**src/rtl/vga_pattern_gen.sv**
```systemverilog
// Test-pattern pixel source for the VGA controller: solid, colour bars, checkerboard and a
// bouncing box, emitted as registered RGB332. Optional 64-px grid overlay under `PAT_GRID_EN`.

module vga_pattern_gen #(
  parameter int unsigned H_ACTIVE = 640,
  parameter int unsigned V_ACTIVE = 480,
  parameter int unsigned BAR_W    = 80,
  parameter int unsigned CHK_LOG2 = 5,
  parameter int unsigned BOX_SIZE = 32
) (
  input  logic       CLKIN_IN,
  input  logic       RST_IN,
  input  logic [9:0] posX,
  input  logic [9:0] posY,
  input  logic       disp_en,
  input  logic       VS,
  input  logic [1:0] MODE_SEL,
  input  logic [7:0] COLOR,
  output logic [7:0] PIX_DATA,
  output logic [7:0] FRAME_CNT
);

  localparam logic [10:0] BxMax   = 11'(H_ACTIVE - BOX_SIZE);
  localparam logic [10:0] ByMax   = 11'(V_ACTIVE - BOX_SIZE);
  localparam logic [10:0] BoxSize = 11'(BOX_SIZE);

  typedef enum logic [1:0] {
    ModeSolid = 2'd0,
    ModeBars  = 2'd1,
    ModeCheck = 2'd2,
    ModeBox   = 2'd3
  } mode_e;

  // Registered state
  logic        vs_q;
  mode_e       mode_q, mode_d;
  logic [7:0]  frame_cnt_q, frame_cnt_d;
  logic [10:0] bx_q, bx_d;
  logic [10:0] by_q, by_d;
  logic        dir_x_q, dir_x_d;  // 1 = moving towards 0
  logic        dir_y_q, dir_y_d;
  logic [7:0]  pix_q, pix_d;

  logic        frame_start;
  logic [10:0] pos_x11;
  logic [10:0] pos_y11;
  logic [2:0]  bar_idx;
  logic [7:0]  bar_color;
  logic        chk_sel;
  logic        in_box;
  logic [7:0]  pat;

  assign frame_start = vs_q & ~VS;
  assign pos_x11     = {1'b0, posX};
  assign pos_y11     = {1'b0, posY};

  // Frame-rate state: mode latch, frame counter and box motion.
  always_comb begin
    mode_d      = mode_q;
    frame_cnt_d = frame_cnt_q;
    bx_d        = bx_q;
    by_d        = by_q;
    dir_x_d     = dir_x_q;
    dir_y_d     = dir_y_q;
    if (frame_start) begin
      mode_d      = mode_e'(MODE_SEL);
      frame_cnt_d = frame_cnt_q + 8'd1;

      if (!dir_x_q) begin
        if (bx_q == BxMax) begin
          dir_x_d = 1'b1;
          bx_d    = bx_q - 11'd1;
        end else begin
          bx_d = bx_q + 11'd1;
        end
      end else begin
        if (bx_q == 11'd0) begin
          dir_x_d = 1'b0;
          bx_d    = 11'd1;
        end else begin
          bx_d = bx_q - 11'd1;
        end
      end

      if (!dir_y_q) begin
        if (by_q == ByMax) begin
          dir_y_d = 1'b1;
          by_d    = by_q - 11'd1;
        end else begin
          by_d = by_q + 11'd1;
        end
      end else begin
        if (by_q == 11'd0) begin
          dir_y_d = 1'b0;
          by_d    = 11'd1;
        end else begin
          by_d = by_q - 11'd1;
        end
      end
    end
  end

  // posX / BAR_W as a compare chain, saturating at bar 7.
  always_comb begin
    bar_idx = 3'd0;
    for (int i = 1; i < 8; i++) begin
      if (pos_x11 >= 11'(i * BAR_W)) begin
        bar_idx = 3'(i);
      end
    end
  end

  always_comb begin
    unique case (bar_idx)
      3'd0: bar_color = 8'hFF;
      3'd1: bar_color = 8'hFC;
      3'd2: bar_color = 8'h1F;
      3'd3: bar_color = 8'h1C;
      3'd4: bar_color = 8'hE3;
      3'd5: bar_color = 8'hE0;
      3'd6: bar_color = 8'h03;
      3'd7: bar_color = 8'h00;
      default: bar_color = 8'h00;
    endcase
  end

  assign chk_sel = posX[CHK_LOG2] ^ posY[CHK_LOG2];
  assign in_box  = (pos_x11 >= bx_q) && (pos_x11 < bx_q + BoxSize) &&
                   (pos_y11 >= by_q) && (pos_y11 < by_q + BoxSize);

  // Pixel select uses the registered (pre-update) mode and box position.
  always_comb begin
    pat = 8'h00;
    unique case (mode_q)
      ModeSolid: pat = COLOR;
      ModeBars:  pat = bar_color;
      ModeCheck: pat = chk_sel ? ~COLOR : COLOR;
      ModeBox:   pat = in_box ? COLOR : 8'h00;
      default:   pat = 8'h00;
    endcase
`ifdef PAT_GRID_EN
    if ((posX[5:0] == 6'd0) || (posY[5:0] == 6'd0)) begin
      pat = 8'hFF;
    end
`endif
    pix_d = disp_en ? pat : 8'h00;
  end

  always_ff @(posedge CLKIN_IN or negedge RST_IN) begin
    if (!RST_IN) begin
      vs_q        <= 1'b1;
      mode_q      <= ModeSolid;
      frame_cnt_q <= 8'd0;
      bx_q        <= 11'd0;
      by_q        <= 11'd0;
      dir_x_q     <= 1'b0;
      dir_y_q     <= 1'b0;
      pix_q       <= 8'h00;
    end else begin
      vs_q        <= VS;
      mode_q      <= mode_d;
      frame_cnt_q <= frame_cnt_d;
      bx_q        <= bx_d;
      by_q        <= by_d;
      dir_x_q     <= dir_x_d;
      dir_y_q     <= dir_y_d;
      pix_q       <= pix_d;
    end
  end

  assign PIX_DATA  = pix_q;
  assign FRAME_CNT = frame_cnt_q;

endmodule
```
**config.mk**
```make
export PLATFORM = sky130hd
export DESIGN_NAME = vga_pattern_gen
export DESIGN_NICKNAME = d
export VERILOG_FILES = /design/src/rtl/vga_pattern_gen.sv
export SDC_FILE = /design/constraint.sdc
export NUM_CORES = 1
export LEC_CHECK = 0
export BUFFER_PORTS_ARGS = -buffer_cell sky130_fd_sc_hd__buf_2
export CAP_MARGIN = 10
export CORE_AREA = 2 2 90 114
export DETAILED_ROUTE_END_ITERATION = 12
export DIE_AREA = 0 0 92 116
export SLEW_MARGIN = 30
export SYNTH_ARGS = -nofsm -noshare
export SYNTH_HDL_FRONTEND = slang
export SYNTH_SLANG_ARGS = --single-unit
```
**constraint.sdc**
```tcl
create_clock -name CLKIN_IN -period 3.35 [get_ports CLKIN_IN]
set_input_delay 0.5025 -clock CLKIN_IN [delete_from_list [all_inputs] [get_ports CLKIN_IN]]
set_output_delay 0.5025 -clock CLKIN_IN [all_outputs]
set_load 0.01 [all_outputs]
```
# Word-level counts from Yosys, hierarchy flattened
# Memories as Yosys holds them, arrays and structs flattened.
# Cells that the tools add are included.
# Widths: inputs -> output; s select.
# totals
romBits	64
elab_cells	65
n_memories	1
in_bits	34
ff_bits	43
out_inout_bits	16
# classes
order_cmp	11
n_reduce_logical	6
bitwise_logic	4
mux	23
eq_ne	5
addsub	7
# mem_list
name	words	word_bits	read_ports	rd_clocked_by_memory_dff	write_ports	line_no	rtl
(no name shown)	8	8	1	0	0	114	unique case (bar_idx)
# ops
operator	n
$mux 11	6
$pmux 8 s4	1
$ge 10x9->1 const B	3
$mux 8	3
$add 11x1->11 const B	2
$add 11x6->11 const B	2
$ge 10x11->1	2
$logic_not 11->1	2
$lt 10x11->1	2
$sub 11x1->11 const B	2
$ge 10x8->1 const B	2
$mux 3	6
$eq 11x10->1 const B	1
$eq 11x9->1 const B	1
$ge 10x10->1 const B	1
$ge 10x7->1 const B	1
$add 8x1->8 const B	1
$not 8->8	1
$mux 1	7
$eq 2x2->1 const B	2
$logic_and 1x1->1	3
$eq 2x1->1 const B	1
$logic_not 2->1	1
$and 1x1->1	1
2 further kinds	2

# Longest topological paths before layout
# Gate-level depths: netlist of the first run.
# An unclocked memory read counts as a cell.
# depth
word_depth	11
ltp_mapped	10
mapped_depth_nobuf	10

# Least setup slack after synthesis of the first run
# No wires, ideal clock.
# synth_path
kind	reg2reg
from	reg by_q[0]
to	reg by_q[7]
arrival_ns	2.275
synth_period_minus_slack_ns	2.412
n_path_buf	0
path_stages_with_launch	9
setup_time_ns	0.137
t_required_ns	3.213
path_slack_ns	0.938
path_cell_list	dfrtp_1 > inv_1 > ha_1 > or3b_4 > or4_4 > a2bb2o_4 > nor2_1 > a2111oi_1 > a21oi_1
# synth_via
elab_chain_len	3
word_cells_on_any_way	7
# synth_rtl
element	line_no	rtl
start: declaration	39	logic [10:0] by_q, by_d;
start signal: assignment	164	by_q <= by_d;
$add 11x1->11, or another cell as far along	90	by_d = by_q + 11'd1;
$mux 11 (on tied branches)	86, 93	
$mux 11 (*)	85	if (!dir_y_q) begin
# Every way passes the cells marked *; elsewhere a longest branch is shown, timed or not.
# A chain may end at the register's enable or synchronous reset.

# Worst setup path in the final report of the first run
# layout_path
from	reg by_q[5]
to	reg pix_q[4], in the netlist PIX_DATA[4]
# layout_via
elab_chain_len	6
word_cells_on_any_way	8
# layout_rtl
element	line_no	rtl
$add 11x6->11 or $ge 10x11->1 (tied branches)	129	(pos_y11 >= by_q) && (pos_y11 < by_q + BoxSize);
$lt 10x11->1 or $logic_and 1x1->1 (tied branches)	129, 128	
$logic_and 1x1->1 (*)	129	
$mux 8 (*)	138	ModeBox: pat = in_box ? COLOR : 8'h00;
$pmux 8 s4 (*)	134	unique case (mode_q)
$mux 8 (*)	146	pix_d = disp_en ? pat : 8'h00;
net pix_d[4]	42	logic [7:0] pix_q, pix_d;
end signal: assignment	167	pix_q <= pix_d;
end: declaration	42	
# Mark *: on every way through the listed nets, which the timed path passes. The rest lies on a longest branch.

==> load_flow_metrics.sql, run 1 <==
INSERT INTO impl_metrics (metric_group, metric, value, unit) VALUES
('clock_network', 'cts.reportedPaths.clkPinSlew', '60', 'ps'),
('yosys', 'synth.yosys.seq_area_share', '0.288', ''),
('worst_setup_path', 'worst-r2r-cell-count', '10', ''),
('outcome', 'run_status', 'finished clean', ''),
('yosys', 'synth_ff_type', 'sky130_fd_sc_hd__dfrtp_1', ''),
('clock_network', 'insertion_delay', '290', 'ps'),
('worst_setup_path', 'critical_path_required', '3490', 'ps'),
('clock_network', 'postCtsSetupRepairBufs', '0', ''),
('grt', 'gr-total-overflow', '0', ''),
('power_and_ir_drop', 'total_leakage_power', '1.90', 'nW'),
('timing', 'final-hold-violation-count', '0', ''),
('grt', 'via_count_of_the_first_global_routing_pass', '3528', ''),
('route', 'ratio_of_routed_vias_to_standard_cells', '5.69', ''),
('worst_setup_path', 'worst-path-max-fanout', '9', ''),
('die', 'die_width', '92', 'um'),
('clock_network', 'cts_hold_repair.buffers', '0', ''),
('clock_network', 'cts_resized', '0', ''),
('yosys', 'yosysWarnings', '0', ''),
('timing', 'grt_setup_unrepaired', 'no', ''),
('worst_setup_path', 'worst_path_max_delay_cell', 'sky130_fd_sc_hd__o2111ai_1', ''),
('timing', 'timing_max_transition_violations_final', '0', ''),
('worst_setup_path', 'critPathMaxStageDelay', '590', 'ps'),
('route', 'total_via_count_in_the_routed_design', '3583', ''),
('power_and_ir_drop', 'overall_power_after_layout', '2.25', 'mW'),
('die', 'placement_rows', '40', ''),
('clock_network', 'tritoncts_clock_tree', 'built', ''),
('place', 'place_hpwl', '7420', 'um'),
('die', 'boundaryPins', '50', ''),
('grt', 'grt_max_degree', '44', ''),
('worst_setup_path', 'crit_path_start', 'by_q[5]', ''),
('timing', 'final_period_minus_worst_setup_slack', '2650', 'ps'),
('power_and_ir_drop', 'vdd_drop_max', '0.196', 'mV'),
('yosys', 'synth_area_per_cell', '8.03', 'um2'),
('cells_and_area', 'area_delta_synth_final', '13.2', '%'),
('worst_setup_path', 'crit_arrival', '2790', 'ps'),
('timing', 'achievable-frequency', '377', 'MHz'),
('timing', 'post_route_clock_period_utilization', '0.792', ''),
('route', 'detail_route.wl_per_cell', '15.4', 'um'),
('route', 'drtIter0Drc', '237', ''),
('die', 'die_area', '0.0107', 'mm2'),
('cells_and_area', 'design.final.nets', '576', ''),
('timing', 'totalNegativeSetupSlack', '0', 'ps'),
('flow_run', 'drv_cap', '0', ''),
('grt', 'grt_pass1_wl', '16300', 'um'),
('die', 'initial_core_util', '0.394', ''),
('clock_network', 'ctsRootBufferMaster', 'sky130_fd_sc_hd__clkbuf_16', ''),
('worst_setup_path', 'timing.rr.start', 'by_q[5]', ''),
('clock_network', 'cts_made_buffers', '5', ''),
('route', 'drc_violations', '0', ''),
('die', 'floorplan.core_area', '0.00951', 'mm2'),
('timing', 'worst_slew_pin_slew', '701', 'ps'),
('worst_setup_path', 'setup.worst_path.class', 'flop to flop', ''),
('timing', 'slew_headroom', '0.526', ''),
('power_and_ir_drop', 'pwr_density_cell', '532', 'mW/mm2'),
('cells_and_area', 'finish.utilization', '0.446', ''),
('worst_setup_path', 'setup.worst_path.start_class', 'flop', ''),
('place', 'place.gp.congestion', '0.882', ''),
('clock_network', 'clock_sink_count', '43', ''),
('clock_network', 'htreeDepth', '2', ''),
('yosys', 'async_flop_share', '1.00', ''),
('cells_and_area', 'antenna_cells', '0', ''),
('place', 'place.port_buffers', '49', ''),
('yosys', 'syn_area', '0.00374', 'mm2'),
('route', 'detail_route.wirelength', '9730', 'um'),
('grt', 'antenna_found_initial', '0', ''),
('timing', 'skew_final', '7.49', 'ps'),
('clock_network', 'clock_tree.buffer_depth', '2', ''),
('timing', 'finalSetupViolCount', '0', ''),
('yosys', 'synthDistinctLibCells', '66', ''),
('worst_setup_path', 'worst_setup_path_end_kind', 'flop', ''),
('die', 'die_height', '116', 'um'),
('yosys', 'synth_cells', '466', ''),
('worst_setup_path', 'timing.critical_path.cells', 'inv_1 > ha_1 > inv_1 > ha_1 > nor3_1 > nand2_1 > nor2_1 > o31a_1 > o2111ai_1 > o21ai_0', ''),
('grt', 'grtUsageTotal', '0.187', ''),
('route', 'postRouteAntennaNets', '0', ''),
('route', 'drt_pass1_iterations', '5', ''),
('min_path', 'min_path_type', 'input port to asynchronous set/reset pin', ''),
('yosys', 'number_of_enable_type_register_cells_in_the_synthesized_netlist', '0', ''),
('yosys', 'ys_ff_latch', '43', ''),
('cells_and_area', 'drive_above_1_share', '0.141', ''),
('yosys', 'postSynthNetCount', '539', '');
## metrics by stage
step	area, um2	instances	worst slack [ps]	hold WS, ps
2_1_floorplan	3740	466	938	207
3_3_place_gp	4080	622	769	457
3_5_place_dp	4080	622	683	459
4_1_cts	4240	630	676	236
5_1_grt	4240	630	517	261
6_report	4240	630	698	192
## layer usage
layer,track usage,up-vias,share of wire
met5,0,-,0
met4,0.0746,0,0.022
met3,0.0241,18,0.044
met2,0.343,102,0.51
met1,0.221,1682,0.43
li1,-,1781,-
## report_power, final
group,switching [mW],internal (mW)
registers,0.206,0.636
clock network,0.199,0.318
logic,0.513,0.380
total,0.919,1.33
## kinds of logic (layout without fill, tap and decap cells)
group	after synthesis	in the layout	share of synthesized area
AND/OR/NAND/NOR	150	150	0.203
buffers and inverters	62	100	0.0658
XOR/XNOR	19	19	0.0445
multiplexers	2	2	0.00535
adder cells (fa/ha/maj)	40	40	0.133
AO/OA/AOI/OAI	150	150	0.261
flip-flops	43	43	0.288
## cells in the final DEF (no fill, tap or decap), drive strengths merged, types with 8 or more instances in the layout
cell type	n
ha	39
nor3	11
xnor2	14
clkbuf	8
nand2	31
buf	53
dfrtp	42
nand3	17
a21oi	36
inv	39
nor2	45
o21ai	44
## layout make-up
class / instances / area, um2
tap: 126 / 158
clock buffer: 8 / 156
timing repair buffer: 53 / 278
sequential: 43 / 1080
fill: 970 / 5270
inverter: 39 / 146
multi-input combinational: 361 / 2420
## path summary, 6_finish.rpt
path,slack [ps],end
max in group asynchronous,2720,FRAME_CNT[6]
min,190,PIX_DATA[0]
min in group CLKIN_IN,350,vs_q
max,700,PIX_DATA[4]
min reg2reg,460,FRAME_CNT[7]
max reg2reg,700,PIX_DATA[4]
## synth_stat cells (6+ instances only)
cell type                  count  area share
sky130_fd_sc_hd__a211oi_1      7       0.014
sky130_fd_sc_hd__a21oi_1      36       0.048
sky130_fd_sc_hd__a31oi_1       7       0.012
sky130_fd_sc_hd__and3_1        6       0.010
sky130_fd_sc_hd__clkbuf_1     17       0.017
sky130_fd_sc_hd__dfrtp_1      42        0.28
sky130_fd_sc_hd__ha_1         39        0.13
sky130_fd_sc_hd__inv_1        39       0.039
sky130_fd_sc_hd__nand2_1      31       0.031
sky130_fd_sc_hd__nand3_1      17       0.023
sky130_fd_sc_hd__nand4_1       7       0.012
sky130_fd_sc_hd__nor2_1       45       0.045
sky130_fd_sc_hd__nor3_1       11       0.015
sky130_fd_sc_hd__o21ai_0      44       0.059
sky130_fd_sc_hd__o22ai_1       7       0.012
sky130_fd_sc_hd__xnor2_1      14       0.033
## critical path: cells and delay by family (launching register included)
family | cells | cell delay, ps
compound gates | 3 | 1110
fa+ha+maj | 2 | 480
buf+inv | 2 | 250
flops | 1 | 510
simple gates | 3 | 150
## sequential cells by signal (all words and copies together) (netlist names)
register / cells
bx_q: 11
by_q: 11
mode_q: 2
PIX_DATA: 8
dir_y_q: 1
vs_q: 1
FRAME_CNT: 8
dir_x_q: 1
Power figures use the tool's default switching activity.
==> inputs of run 2 (changes only) <==
Clock period 3.35 ns to 2.7 ns, I/O delays scaled along.
==> load_flow_metrics.sql, run 2 (synthesis gave the netlist of run 1 again) <==
INSERT INTO impl_metrics (metric_group, metric, value, unit) VALUES
('timing', 'achievable-frequency', '394', 'MHz'),
('die', 'die_height', '116', 'um'),
('route', 'drtIter0Drc', '227', ''),
('cells_and_area', 'layout_commonest_cell', 'sky130_fd_sc_hd__buf_2', ''),
('timing', 'grt_setup_unrepaired', 'no', ''),
('flow_run', 'drv_cap', '0', ''),
('die', 'placement_rows', '40', ''),
('route', 'drt_pass1_iterations', '5', ''),
('place', 'place.port_buffers', '49', ''),
('place', 'pre_cts_slack', '98.3', 'ps'),
('route', 'total_via_count_in_the_routed_design', '3709', ''),
('timing', 'hold_ws', '118', 'ps'),
('clock_network', 'htreeDepth', '2', ''),
('place', 'place.gp.congestion', '0.878', ''),
('route', 'detail_route.wirelength', '10100', 'um'),
('place', 'place_hpwl', '7670', 'um'),
('grt', 'groute.layer.met2.usage', '0.355', ''),
('cells_and_area', 'multiInputGateArea', '0.00244', 'mm2'),
('cells_and_area', 'finish.utilization', '0.461', ''),
('grt', 'gr-total-overflow', '0', ''),
('timing', 'final-hold-violation-count', '0', ''),
('clock_network', 'tritoncts_clock_tree', 'built', ''),
('cells_and_area', 'layout.area.seq', '0.00108', 'mm2'),
('timing', 'finalSetupViolCount', '0', ''),
('timing', 'skew_final', '5.62', 'ps'),
('power_and_ir_drop', 'total_leakage_power', '1.98', 'nW'),
('die', 'initial_core_util', '0.394', ''),
('clock_network', 'ctsRootBufferMaster', 'sky130_fd_sc_hd__clkbuf_16', ''),
('timing', 'post_route_clock_period_utilization', '0.940', ''),
('grt', 'grtUsageTotal', '0.193', ''),
('grt', 'global_route.usage.met3', '0.0273', ''),
('clock_network', 'clock_tree.buffer_depth', '2', ''),
('route', 'drc_violations', '0', ''),
('grt', 'via_count_of_the_first_global_routing_pass', '3599', ''),
('cells_and_area', 'post-route-cell-area', '0.00438', 'mm2'),
('power_and_ir_drop', 'vdd_drop_max', '0.198', 'mV'),
('min_path', 'min_path_type', 'input port to asynchronous set/reset pin', ''),
('clock_network', 'cts_made_buffers', '5', ''),
('route', 'postRouteAntennaNets', '0', ''),
('grt', 'grt_max_degree', '44', ''),
('cells_and_area', 'design.final.nets', '590', ''),
('timing', 'final_period_minus_worst_setup_slack', '2540', 'ps'),
('worst_setup_path', 'setup.worst_path.class', 'flop to flop', ''),
('cells_and_area', 'layout_common_cells', 'sky130_fd_sc_hd__buf_2 (48), sky130_fd_sc_hd__nor2_1 (45), sky130_fd_sc_hd__o21ai_0 (44), sky130_fd_sc_hd__dfrtp_1 (42)', ''),
('worst_setup_path', 'setup.worst_path.start_class', 'flop', ''),
('grt', 'antenna_found_initial', '0', ''),
('worst_setup_path', 'worst_setup_path_end_kind', 'flop', ''),
('worst_setup_path', 'worst-path-max-fanout', '6', ''),
('clock_network', 'clock_sink_count', '43', ''),
('cells_and_area', 'drive_above_1_share', '0.176', ''),
('cells_and_area', 'antenna_cells', '0', ''),
('clock_network', 'cts.reportedPaths.clkPinSlew', '70', 'ps'),
('timing', 'totalNegativeSetupSlack', '0', 'ps'),
('power_and_ir_drop', 'pwr_density_cell', '680', 'mW/mm2'),
('clock_network', 'insertion_delay', '290', 'ps'),
('die', 'die_width', '92', 'um'),
('timing', 'timing_max_transition_violations_final', '0', ''),
('grt', 'grt_busiest_layer', 'met2', ''),
('outcome', 'run_status', 'finished clean', ''),
('cells_and_area', 'area_delta_synth_final', '17.0', '%'),
('cells_and_area', 'fillerInstances', '929', ''),
('timing', 'worst_slew_pin_slew', '778', 'ps'),
('worst_setup_path', 'critical_path_required', '2870', 'ps'),
('cells_and_area', 'top_regs', 'bx_q x11, by_q x11', ''),
('die', 'boundaryPins', '50', ''),
('timing', 'slew_headroom', '0.481', ''),
('die', 'die_area', '0.0107', 'mm2'),
('grt', 'grt_pass1_wl', '16800', 'um'),
('place', 'placed_cell_area', '0.00419', 'mm2'),
('route', 'detail_route.wl_per_cell', '15.7', 'um'),
('timing', 'fin_ws', '162', 'ps'),
('worst_setup_path', 'crit_arrival', '2710', 'ps'),
('route', 'ratio_of_routed_vias_to_standard_cells', '5.76', ''),
('grt', 'global_route.usage.met1', '0.230', ''),
('die', 'floorplan.core_area', '0.00951', 'mm2');
## run 2: changes by cell type in the layout (fill, tap and decap cells not counted), sizes merged
cell / change
buf: +14
clkbuf: -2
bufinv: +1
clkinv: +1
## run 2: where the power goes
| group | total (mW) | leakage (nW) | switching [mW] | internal (mW) |
|---|---|---|---|---|
| clock network | 0.725 | 0.0868 | 0.265 | 0.461 |
| logic | 1.29 | 1.36 | 0.741 | 0.546 |
| registers | 0.966 | 0.535 | 0.176 | 0.790 |
| total | 2.98 | 1.98 | 1.18 | 1.80 |
## run 2: per-layer routing
layer / up-vias / wire (um)
li1: 1812 / -
met4: 0 / 198
met3: 14 / 449
met1: 1786 / 4320
met2: 97 / 5140
met5: - / 0
## run 2: final cells by class
cell class,instances,share of cell area
multi-input combinational,361,0.557
sequential,43,0.246
timing repair buffer,67,0.0874
tap,126,0.0360
inverter,39,0.0334
clock buffer,6,0.0317
clock inverter,2,0.00800
## run 2: final timing paths
path,startpoint,to,slack [ps],depth (start not counted)
worst max-delay path,by_q[1],by_q[7],160,8
worst min-delay path,RST_IN,PIX_DATA[1],120,1
worst max register to register,by_q[1],by_q[7],160,8
worst min register to register,FRAME_CNT[7],FRAME_CNT[7],460,1
max in group asynchronous,RST_IN,FRAME_CNT[5],2190,1
min in group CLKIN_IN,VS,vs_q,240,1
## run 2: critical path, cell delays in order, from the launching register on
cell                        delay [ps]
sky130_fd_sc_hd__dfrtp_1           430
sky130_fd_sc_hd__inv_2             100
sky130_fd_sc_hd__ha_2              200
sky130_fd_sc_hd__or3b_4            400
sky130_fd_sc_hd__or4_4             580
sky130_fd_sc_hd__a2bb2o_4          240
sky130_fd_sc_hd__nor2_1             40
sky130_fd_sc_hd__a2111oi_2         350
sky130_fd_sc_hd__a21oi_1            70
## run 2: repair_timing
| action | 4_1_cts | 5_1_grt |
|---|---|---|
| hold buffers | 0 | 0 |
| buffers inserted | 0 | 0 |
| endpoints found under the setup margin | 0 | 5 |
| gates resized for setup | 0 | 5 |
## run 2: stage by stage
step	power, mW	cells
2_1_floorplan	1.84	466
3_3_place_gp	2.21	636
3_5_place_dp	2.25	636
4_1_cts	2.99	644
5_1_grt	3.22	644
6_report	2.98	644
==> inputs of run 3 (changes only) <==
==> constraint.sdc (replaced) <==
create_clock -name CLKIN_IN -period 2.7 [get_ports CLKIN_IN]
set_input_delay 0.27 -clock CLKIN_IN [delete_from_list [all_inputs] [get_ports CLKIN_IN]]
set_output_delay 0.27 -clock CLKIN_IN [all_outputs]
set_load 0.01 [all_outputs]
==> load_flow_metrics.sql, run 3 (synthesis gave the netlist of run 1 again) <==
INSERT INTO impl_metrics (metric_group, metric, value, unit) VALUES
('cells_and_area', 'multiInputGateArea', '0.00244', 'mm2'),
('timing', 'totalNegativeSetupSlack', '0', 'ps'),
('grt', 'via_count_of_the_first_global_routing_pass', '3601', ''),
('place', 'place.port_buffers', '49', ''),
('worst_setup_path', 'worst_path_dominant_cell_family', 'compound AO/OA/AOI/OAI gates', ''),
('timing', 'achievable-frequency', '390', 'MHz'),
('timing', 'fin_ws', '137', 'ps'),
('worst_setup_path', 'critPathMaxStageDelay', '550', 'ps'),
('route', 'drt_pass1_iterations', '5', ''),
('power_and_ir_drop', 'vdd_drop_max', '0.271', 'mV'),
('power_and_ir_drop', 'total_leakage_power', '1.98', 'nW'),
('route', 'drc_violations', '0', ''),
('timing', 'final_period_minus_worst_setup_slack', '2560', 'ps'),
('route', 'postRouteAntennaNets', '0', ''),
('cells_and_area', 'area_delta_synth_final', '17.0', '%'),
('cells_and_area', 'antenna_cells', '0', ''),
('die', 'placement_rows', '40', ''),
('clock_network', 'tritoncts_clock_tree', 'built', ''),
('die', 'floorplan.core_area', '0.00951', 'mm2'),
('worst_setup_path', 'cp_common_cell', 'sky130_fd_sc_hd__a21oi_1', ''),
('die', 'boundaryPins', '50', ''),
('grt', 'grt_pass1_wl', '16700', 'um'),
('timing', 'finalSetupViolCount', '0', ''),
('route', 'ratio_of_routed_vias_to_standard_cells', '5.77', ''),
('cells_and_area', 'layout_commonest_cell', 'sky130_fd_sc_hd__buf_2', ''),
('timing', 'skew_final', '6.47', 'ps'),
('clock_network', 'insertion_delay', '300', 'ps'),
('timing', 'post_route_clock_period_utilization', '0.949', ''),
('route', 'drtIter0Drc', '252', ''),
('grt', 'gr-total-overflow', '0', ''),
('clock_network', 'htreeDepth', '2', ''),
('cells_and_area', 'layout_common_cells', 'sky130_fd_sc_hd__buf_2 (48), sky130_fd_sc_hd__nor2_1 (45), sky130_fd_sc_hd__o21ai_0 (44), sky130_fd_sc_hd__dfrtp_1 (42)', ''),
('timing', 'timing_max_transition_violations_final', '0', ''),
('worst_setup_path', 'crit_arrival', '2740', 'ps'),
('clock_network', 'clock_tree.buffer_depth', '2', ''),
('clock_network', 'postCtsSetupRepairBufs', '0', ''),
('min_path', 'min_path_type', 'input port to asynchronous set/reset pin', ''),
('cells_and_area', 'fillerInstances', '965', ''),
('grt', 'grtUsageTotal', '0.194', ''),
('clock_network', 'ctsRootBufferMaster', 'sky130_fd_sc_hd__clkbuf_16', ''),
('place', 'pre_cts_slack', '131', 'ps'),
('worst_setup_path', 'timing.critical_path.cells', 'inv_2 > ha_2 > or3b_4 > o41ai_1 > nand3_2 > a22o_1 > a21oi_1 > a21oi_1', ''),
('grt', 'grt_max_degree', '44', ''),
('die', 'initial_core_util', '0.394', ''),
('power_and_ir_drop', 'pwr_density_cell', '682', 'mW/mm2'),
('worst_setup_path', 'setup.worst_path.start_class', 'flop', ''),
('cells_and_area', 'top_regs', 'bx_q x11, by_q x11', ''),
('timing', 'slew_headroom', '0.550', ''),
('outcome', 'violated_checks', 'hold timing', ''),
('cells_and_area', 'layout.area.seq', '0.00108', 'mm2'),
('worst_setup_path', 'worst-path-max-fanout', '8', ''),
('timing', 'hold_ws', '-30.0', 'ps'),
('die', 'die_width', '92', 'um'),
('die', 'die_height', '116', 'um'),
('grt', 'antenna_found_initial', '0', ''),
('worst_setup_path', 'worst_path_max_delay_cell', 'sky130_fd_sc_hd__o41ai_1', ''),
('clock_network', 'clock_sink_count', '43', ''),
('clock_network', 'cts_resized', '0', ''),
('worst_setup_path', 'worst_setup_path_end_kind', 'flop', ''),
('die', 'die_area', '0.0107', 'mm2'),
('cells_and_area', 'design.final.nets', '590', ''),
('clock_network', 'cts_made_buffers', '5', ''),
('cells_and_area', 'drive_above_1_share', '0.176', ''),
('worst_setup_path', 'critical_path.n_buffers_inverters', '1', ''),
('route', 'detail_route.wirelength', '9870', 'um'),
('timing', 'final-hold-violation-count', '42', ''),
('place', 'place.gp.congestion', '0.883', ''),
('outcome', 'run_status', 'complete, but fails checks', ''),
('worst_setup_path', 'critical_path_required', '2870', 'ps'),
('route', 'total_via_count_in_the_routed_design', '3715', ''),
('flow_run', 'drv_cap', '0', ''),
('timing', 'worst_slew_pin_slew', '666', 'ps'),
('clock_network', 'cts_hold_repair.buffers', '0', ''),
('route', 'detail_route.wl_per_cell', '15.3', 'um'),
('place', 'place_hpwl', '7520', 'um'),
('worst_setup_path', 'setup.worst_path.class', 'flop to flop', ''),
('clock_network', 'cts.reportedPaths.clkPinSlew', '70', 'ps');
-- run 3: cell counts in the layout (fill, tap and decap cells not counted) --
No cell type changed its count.
-- run 3: through the flow --
step,power [mW],util,instances,cell area (um2)
after detailed placement,2.24,0.440,636,4190
final,2.99,0.461,644,4380
after CTS,2.99,0.459,644,4360
after global routing,3.23,0.461,644,4380
after floorplan,1.84,-,466,3740
after global placement,2.21,0.440,636,4180
-- run 3: layer usage --
metal	part of all wire	global-route usage	vias to the layer above
li1	-	-	1813
met1	0.43	0.232	1758
met2	0.50	0.347	126
met3	0.047	0.0286	18
met4	0.024	0.0806	0
met5	0	0	-
-- run 3: area by class of cell --
cell class              instances  area share
clock inverters                 2     0.00800
multi-input cells             361       0.557
inverters                      39      0.0334
well taps                     126      0.0360
repair buffers                 67      0.0874
flip-flops and latches         43       0.246
clock buffers                   6      0.0317
-- run 3: power by group --
group | switching [mW] | internal [mW]
clock network | 0.275 | 0.461
registers | 0.171 | 0.790
logic | 0.744 | 0.544
-- run 3: path summary, 6_finish.rpt --
path	start	end	slack, ps	depth (start not counted)
min in group CLKIN_IN	VS	vs_q	100	1
max in group asynchronous	RST_IN	by_q[3]	2340	1
setup / recovery	by_q[1]	by_q[4]	140	8
hold / removal	RST_IN	bx_q[0]	-30	1
hold reg to reg	FRAME_CNT[7]	FRAME_CNT[7]	470	1
setup reg to reg	by_q[1]	by_q[4]	140	8
